--- config.mk ---
export PLATFORM = sky130hd
export DESIGN_NAME = sha3_digest_squeezer
export DESIGN_NICKNAME = d
export VERILOG_FILES = /design/src/rtl/sha3_pkg.sv /design/src/rtl/sha3_word_mux.sv /design/src/rtl/sha3_digest_squeezer.sv
export SDC_FILE = /design/constraint.sdc
export NUM_CORES = 1
export LEC_CHECK = 0
export CORE_AREA = 8 8 638 640
export CTS_BUF_LIST = sky130_fd_sc_hd__clkbuf_16
export CTS_CLUSTER_SIZE = 40
export DETAILED_ROUTE_END_ITERATION = 12
export DIE_AREA = 0 0 646 648
export SYNTH_ARGS = -nofsm -noshare
export SYNTH_HDL_FRONTEND = slang
export SYNTH_SLANG_ARGS = --single-unit
--- constraint.sdc ---
create_clock -name clk -period 4.6 [get_ports clk]
set_input_delay 0.46 -clock clk [delete_from_list [all_inputs] [get_ports clk]]
set_output_delay 0.46 -clock clk [all_outputs]
set_load 0.05 [all_outputs]
--- src/rtl/sha3_pkg.sv ---
// Shared SHA3-512 core constants and the digest squeezer state type.
// Lane 0 of the permutation state occupies the most significant 64 bits.
package sha3_pkg;

  localparam int STATE_W  = 1600;
  localparam int RATE_W   = 576;
  localparam int DIGEST_W = 512;
  localparam int LANE_W   = 64;

  typedef enum logic [1:0] {
    SQ_IDLE = 2'd0,
    SQ_WAIT = 2'd1,
    SQ_EMIT = 2'd2
  } sq_state_t;

endpackage

--- src/rtl/sha3_word_mux.sv ---
// Selects one digest word from the snapshot by word index.
// Word 0 is the most significant word of the snapshot.
module sha3_word_mux #(
  parameter int WORD_W    = 64,
  parameter int OUT_WORDS = 8,
  parameter int IDX_W     = 3
) (
  input  logic [OUT_WORDS*WORD_W-1:0] snap_i,
  input  logic [IDX_W-1:0]            idx_i,
  output logic [WORD_W-1:0]           word_o
);

  always_comb begin
    word_o = '0;
    for (int i = 0; i < OUT_WORDS; i++) begin
      if (idx_i == IDX_W'(i)) begin
        word_o = snap_i[(OUT_WORDS-i)*WORD_W-1 -: WORD_W];
      end
    end
  end

endmodule

--- src/rtl/sha3_digest_squeezer.sv ---
// Captures the final permutation state and streams the digest
// as OUT_WORDS words over a valid/ready interface.
module sha3_digest_squeezer
  import sha3_pkg::*;
#(
  parameter int WORD_W    = LANE_W,
  parameter int OUT_WORDS = DIGEST_W / LANE_W,
  parameter int STATE_W   = sha3_pkg::STATE_W
) (
  input  logic               clk,
  input  logic               reset,
  input  logic               perm_ack,
  input  logic               perm_last,
  input  logic [STATE_W-1:0] state_in,
  input  logic               state_ready,
  output logic [WORD_W-1:0]  dout,
  output logic               dout_valid,
  input  logic               dout_ready,
  output logic               dout_last,
  output logic               busy,
  output logic               err
);

  localparam int SNAP_W = OUT_WORDS * WORD_W;
  localparam int IDX_W  = $clog2(OUT_WORDS);
  localparam logic [IDX_W-1:0] LAST = IDX_W'(OUT_WORDS - 1);

  sq_state_t          state_q, state_d;
  logic [IDX_W-1:0]   idx_q, idx_d;
  logic [SNAP_W-1:0]  snap_q, snap_d;
  logic [WORD_W-1:0]  dout_q, dout_d, word_d;
  logic               valid_q, valid_d;
  logic               err_q, err_d;
  logic               xfer, arm;

  logic unused_state;
  assign unused_state = ^state_in[STATE_W-SNAP_W-1:0];

  assign xfer = valid_q & dout_ready;
  assign arm  = perm_ack & perm_last;

  always_comb begin
    state_d = state_q;
    idx_d   = idx_q;
    snap_d  = snap_q;
    valid_d = valid_q;
    err_d   = err_q;
    unique case (state_q)
      SQ_IDLE: if (arm) state_d = SQ_WAIT;
      SQ_WAIT: begin
        if (state_ready) begin
          state_d = SQ_EMIT;
          snap_d  = state_in[STATE_W-1 -: SNAP_W];
          idx_d   = '0;
          valid_d = 1'b1;
        end
      end
      SQ_EMIT: begin
        // a new arm while draining is dropped, only flagged
        if (arm) err_d = 1'b1;
        if (xfer) begin
          if (idx_q == LAST) begin
            state_d = SQ_IDLE;
            idx_d   = '0;
            valid_d = 1'b0;
          end else begin
            idx_d = idx_q + 1'b1;
          end
        end
      end
      default: state_d = SQ_IDLE;
    endcase
  end

  sha3_word_mux #(
    .WORD_W   (WORD_W),
    .OUT_WORDS(OUT_WORDS),
    .IDX_W    (IDX_W)
  ) u_mux (
    .snap_i(snap_d),
    .idx_i (idx_d),
    .word_o(word_d)
  );

  assign dout_d = valid_d ? word_d : '0;

  always_ff @(posedge clk) begin
    if (reset) begin
      state_q <= SQ_IDLE;
      idx_q   <= '0;
      snap_q  <= '0;
      dout_q  <= '0;
      valid_q <= 1'b0;
      err_q   <= 1'b0;
    end else begin
      state_q <= state_d;
      idx_q   <= idx_d;
      snap_q  <= snap_d;
      dout_q  <= dout_d;
      valid_q <= valid_d;
      err_q   <= err_d;
    end
  end

  assign dout       = dout_q;
  assign dout_valid = valid_q;
  assign dout_last  = valid_q & (idx_q == LAST);
  assign busy       = (state_q != SQ_IDLE);
  assign err        = err_q;

endmodule

==> results.json <==
{
  "status": "completed",
  "synth_edf_count": 0,
  "cp-endpoint": "dout[28]",
  "dpl.hpwl_mm": 92.2,
  "slew_viol_final": 0,
  "rows": 232,
  "drt_pass1_iterations": 8,
  "cts.sinks": 583,
  "start_util_pct": 6.04,
  "grt_pass1_wl_mm": 164,
  "slew_headroom_pct": 32.5,
  "antenna_found_initial": 68,
  "routabilityCongestion": 0.759,
  "wl_per_cell_um": 14.6,
  "drt_iter0_drc": 1700,
  "synth-seq-cells": 583,
  "criticalPathCategory": "reg2reg",
  "max_freq_mhz": 271,
  "grt_pass1_vias": 20800,
  "rsz0062_at_grt": "false",
  "track_usage_pct": 5.54,
  "critPathRequiredTime_ns": 5.24,
  "setup_tns_ns": 0,
  "regArea_um2": 11700,
  "die_x_um": 646,
  "postPlaceCellArea_um2": 36600,
  "synth_ff_type": "dfxtp_1",
  "clk_pin_slew_ns": 0.06,
  "clock_latency_ns": 0.76,
  "powerDensity_nw_per_um2": 320,
  "gr-total-overflow": 0,
  "finalSetupViolCount": 0,
  "ys_seq_area_share_pct": 48.7,
  "cts_hold_buffers": 0,
  "ios": 1674,
  "cp-end-kind": "flop",
  "drc": 0,
  "syn-cell-area_um2": 24000,
  "cts-buffers-inserted": 79,
  "hold_violations": 0,
  "worstSetupStartpointType": "flop",
  "cts_setup_buffers": 0,
  "p_leak_nw": 12.0,
  "synthArstFlopShare_pct": 0,
  "final_nets": 4650,
  "syn_inst": 2501,
  "maxCapViolCount": 0,
  "multi_input_area_um2": 11500,
  "layout-drive-gt1-share_pct": 7.25,
  "r2r_cells": 10,
  "period_share_pct": 80.3,
  "place.port_buffers": 585,
  "h-tree-depth": 3,
  "rr_endpoint": "dout[28]",
  "postRouteAntennaNets": 0,
  "hold_path.class": "in2reg",
  "crit_arrival_ns": 4.34,
  "cts_resized": 0,
  "timing.rr.start": "state_q[0]",
  "avgSynthCellArea_um2": 9.59,
  "clock_skew_ns": 0.0314,
  "cts_tree": "yes",
  "power.total_mw": 12.5,
  "die_h_um": 648,
  "vias_per_cell": 2.50,
  "finalInstanceArea_um2": 39100,
  "regToRegSetupSlack_ns": 0.91,
  "ir_drop_uv": 218,
  "area_growth_pct": 63.1,
  "grt_max_degree": 165,
  "num_vias": 21000,
  "worstPathMaxFanout": 30,
  "ys_warn_count": 0,
  "worstMarginPinSlew_ns": 1.01,
  "syn_nets": 4112,
  "root_buffer": "clkbuf_16",
  "routed_wl_mm": 123,
  "fill_cells": 46000,
  "min_period_ns": 3.69,
  "ys_types": 47,
  "die_area_um2": 419000,
  "cts_buffer_depth": 4,
  "core_um2": 397000,
  "crit_path_start": "state_q[0]"
}
==> report_power, final <==
part           switching (mW)  internal [mW]  total (mW)
sequential             0.0415           5.21        5.26
clock                    2.56           3.30        5.86
combinational           0.655          0.730        1.39
==> stage by stage <==
| stage | hold WS, ns | setup slack (ns) | util (%) | cells |
|---|---|---|---|---|
| after floorplan | 0.433 | 2.05 | - | 2501 |
| after detailed placement | 0.445 | 0.527 | 9.21 | 8223 |
| after global placement | 0.443 | 0.551 | 9.21 | 8223 |
| after CTS | 0.0431 | 0.742 | 9.81 | 8355 |
| after global routing | 0.0893 | 0.623 | 9.85 | 8416 |
| final | 0.139 | 0.906 | 9.85 | 8419 |
==> flip-flops by register name, indices dropped and copies added (netlist names) <==
signal / cells
snap_q: 512
dout: 64
idx_q: 3
state_q: 2
dout_valid: 1
err: 1
==> synth_stat cells (3+ instances only) <==
cell,instances,area (um^2)
dfxtp_1,583,11700
mux4_2,10,225
buf_1,15,56.3
buf_6,3,33.8
o21ai_0,62,310
a21oi_1,89,445
nand2_1,199,747
a21boi_0,4,30.0
inv_1,8,30.0
a311oi_1,7,61.3
nor2_1,493,1850
a222oi_1,58,581
clkbuf_1,126,473
ha_1,5,62.6
and4_1,60,526
nand3_1,13,65.1
buf_2,66,330
mux2i_1,542,5430
o22ai_1,121,757
nor3_1,4,20.0
a31oi_1,4,25.0
==> routing by layer <==
layer / up-vias / global-route usage [%] / share of wire (%)
li1: 9991 / - / -
met4: 6 / 3.00 / 5.4
met3: 206 / 1.24 / 5.5
met1: 10100 / 5.83 / 36
met5: - / 0 / 0.033
met2: 701 / 10.2 / 53
==> critical path: stages (launching register included) <==
cell and delay (ns):
dfxtp_1 0.36, inv_1 0.08, ha_1 0.47, nand2_1 0.19, or4b_4 0.72, o211ai_4 0.30, buf_12 0.25, o22ai_1 0.12
a222oi_1 0.61, buf_4 0.29, o22ai_1 0.11
==> how the worst min path moves through the flow <==
stage                start          end  slack (ns)  cells after the start
2_1_floorplan  snap_q[420]  snap_q[420]        0.43                      2
6_report             reset  snap_q[125]        0.14                      2
4_1_cts              reset     idx_q[1]        0.04                      2
5_1_grt              reset  snap_q[319]        0.09                      2
3_3_place_gp   snap_q[214]  snap_q[214]        0.44                      2
3_5_place_dp   snap_q[503]  snap_q[503]        0.44                      2
==> kinds of logic after synthesis <==
family                     Yosys count  share of synthesized area (%)
DFF                                583                           48.7
AOI/OAI and AO/OA                  361                           9.82
and+or+nand+nor                    780                           13.8
adders and majority gates            5                          0.261
muxes                              553                           23.6
buffers and inverters              219                           3.88
==> area by class of cell <==
| type | instances | area share [%] |
|---|---|---|
| diodes | 64 | 0.410 |
| clock buffers | 79 | 5.06 |
| clock inverters | 53 | 0.992 |
| inverters | 8 | 0.0832 |
| multi-input cells | 1699 | 29.4 |
| flip-flops and latches | 583 | 29.8 |
| well taps | 5265 | 16.8 |
| repair buffers | 668 | 17.3 |
==> cell usage in the layout, fill, tap and decap left out, drive strengths merged, types with 2 or more instances in the layout <==
cell type      count
a21o               2
diode             64
clkinv            26
and2               2
nor3               4
a21boi             4
buf               84
ha                 5
o22ai            121
mux2i            542
mux4              10
inv               32
o21ai             62
nor2             495
clkbuf            79
a311oi             7
clkdlybuf4s50    584
a31oi              5
a222oi            58
dfxtp            583
and4              60
o211ai             2
nand2            200
bufinv             3
nand3             13
a21oi             89
(Power assumes the default switching activity.)
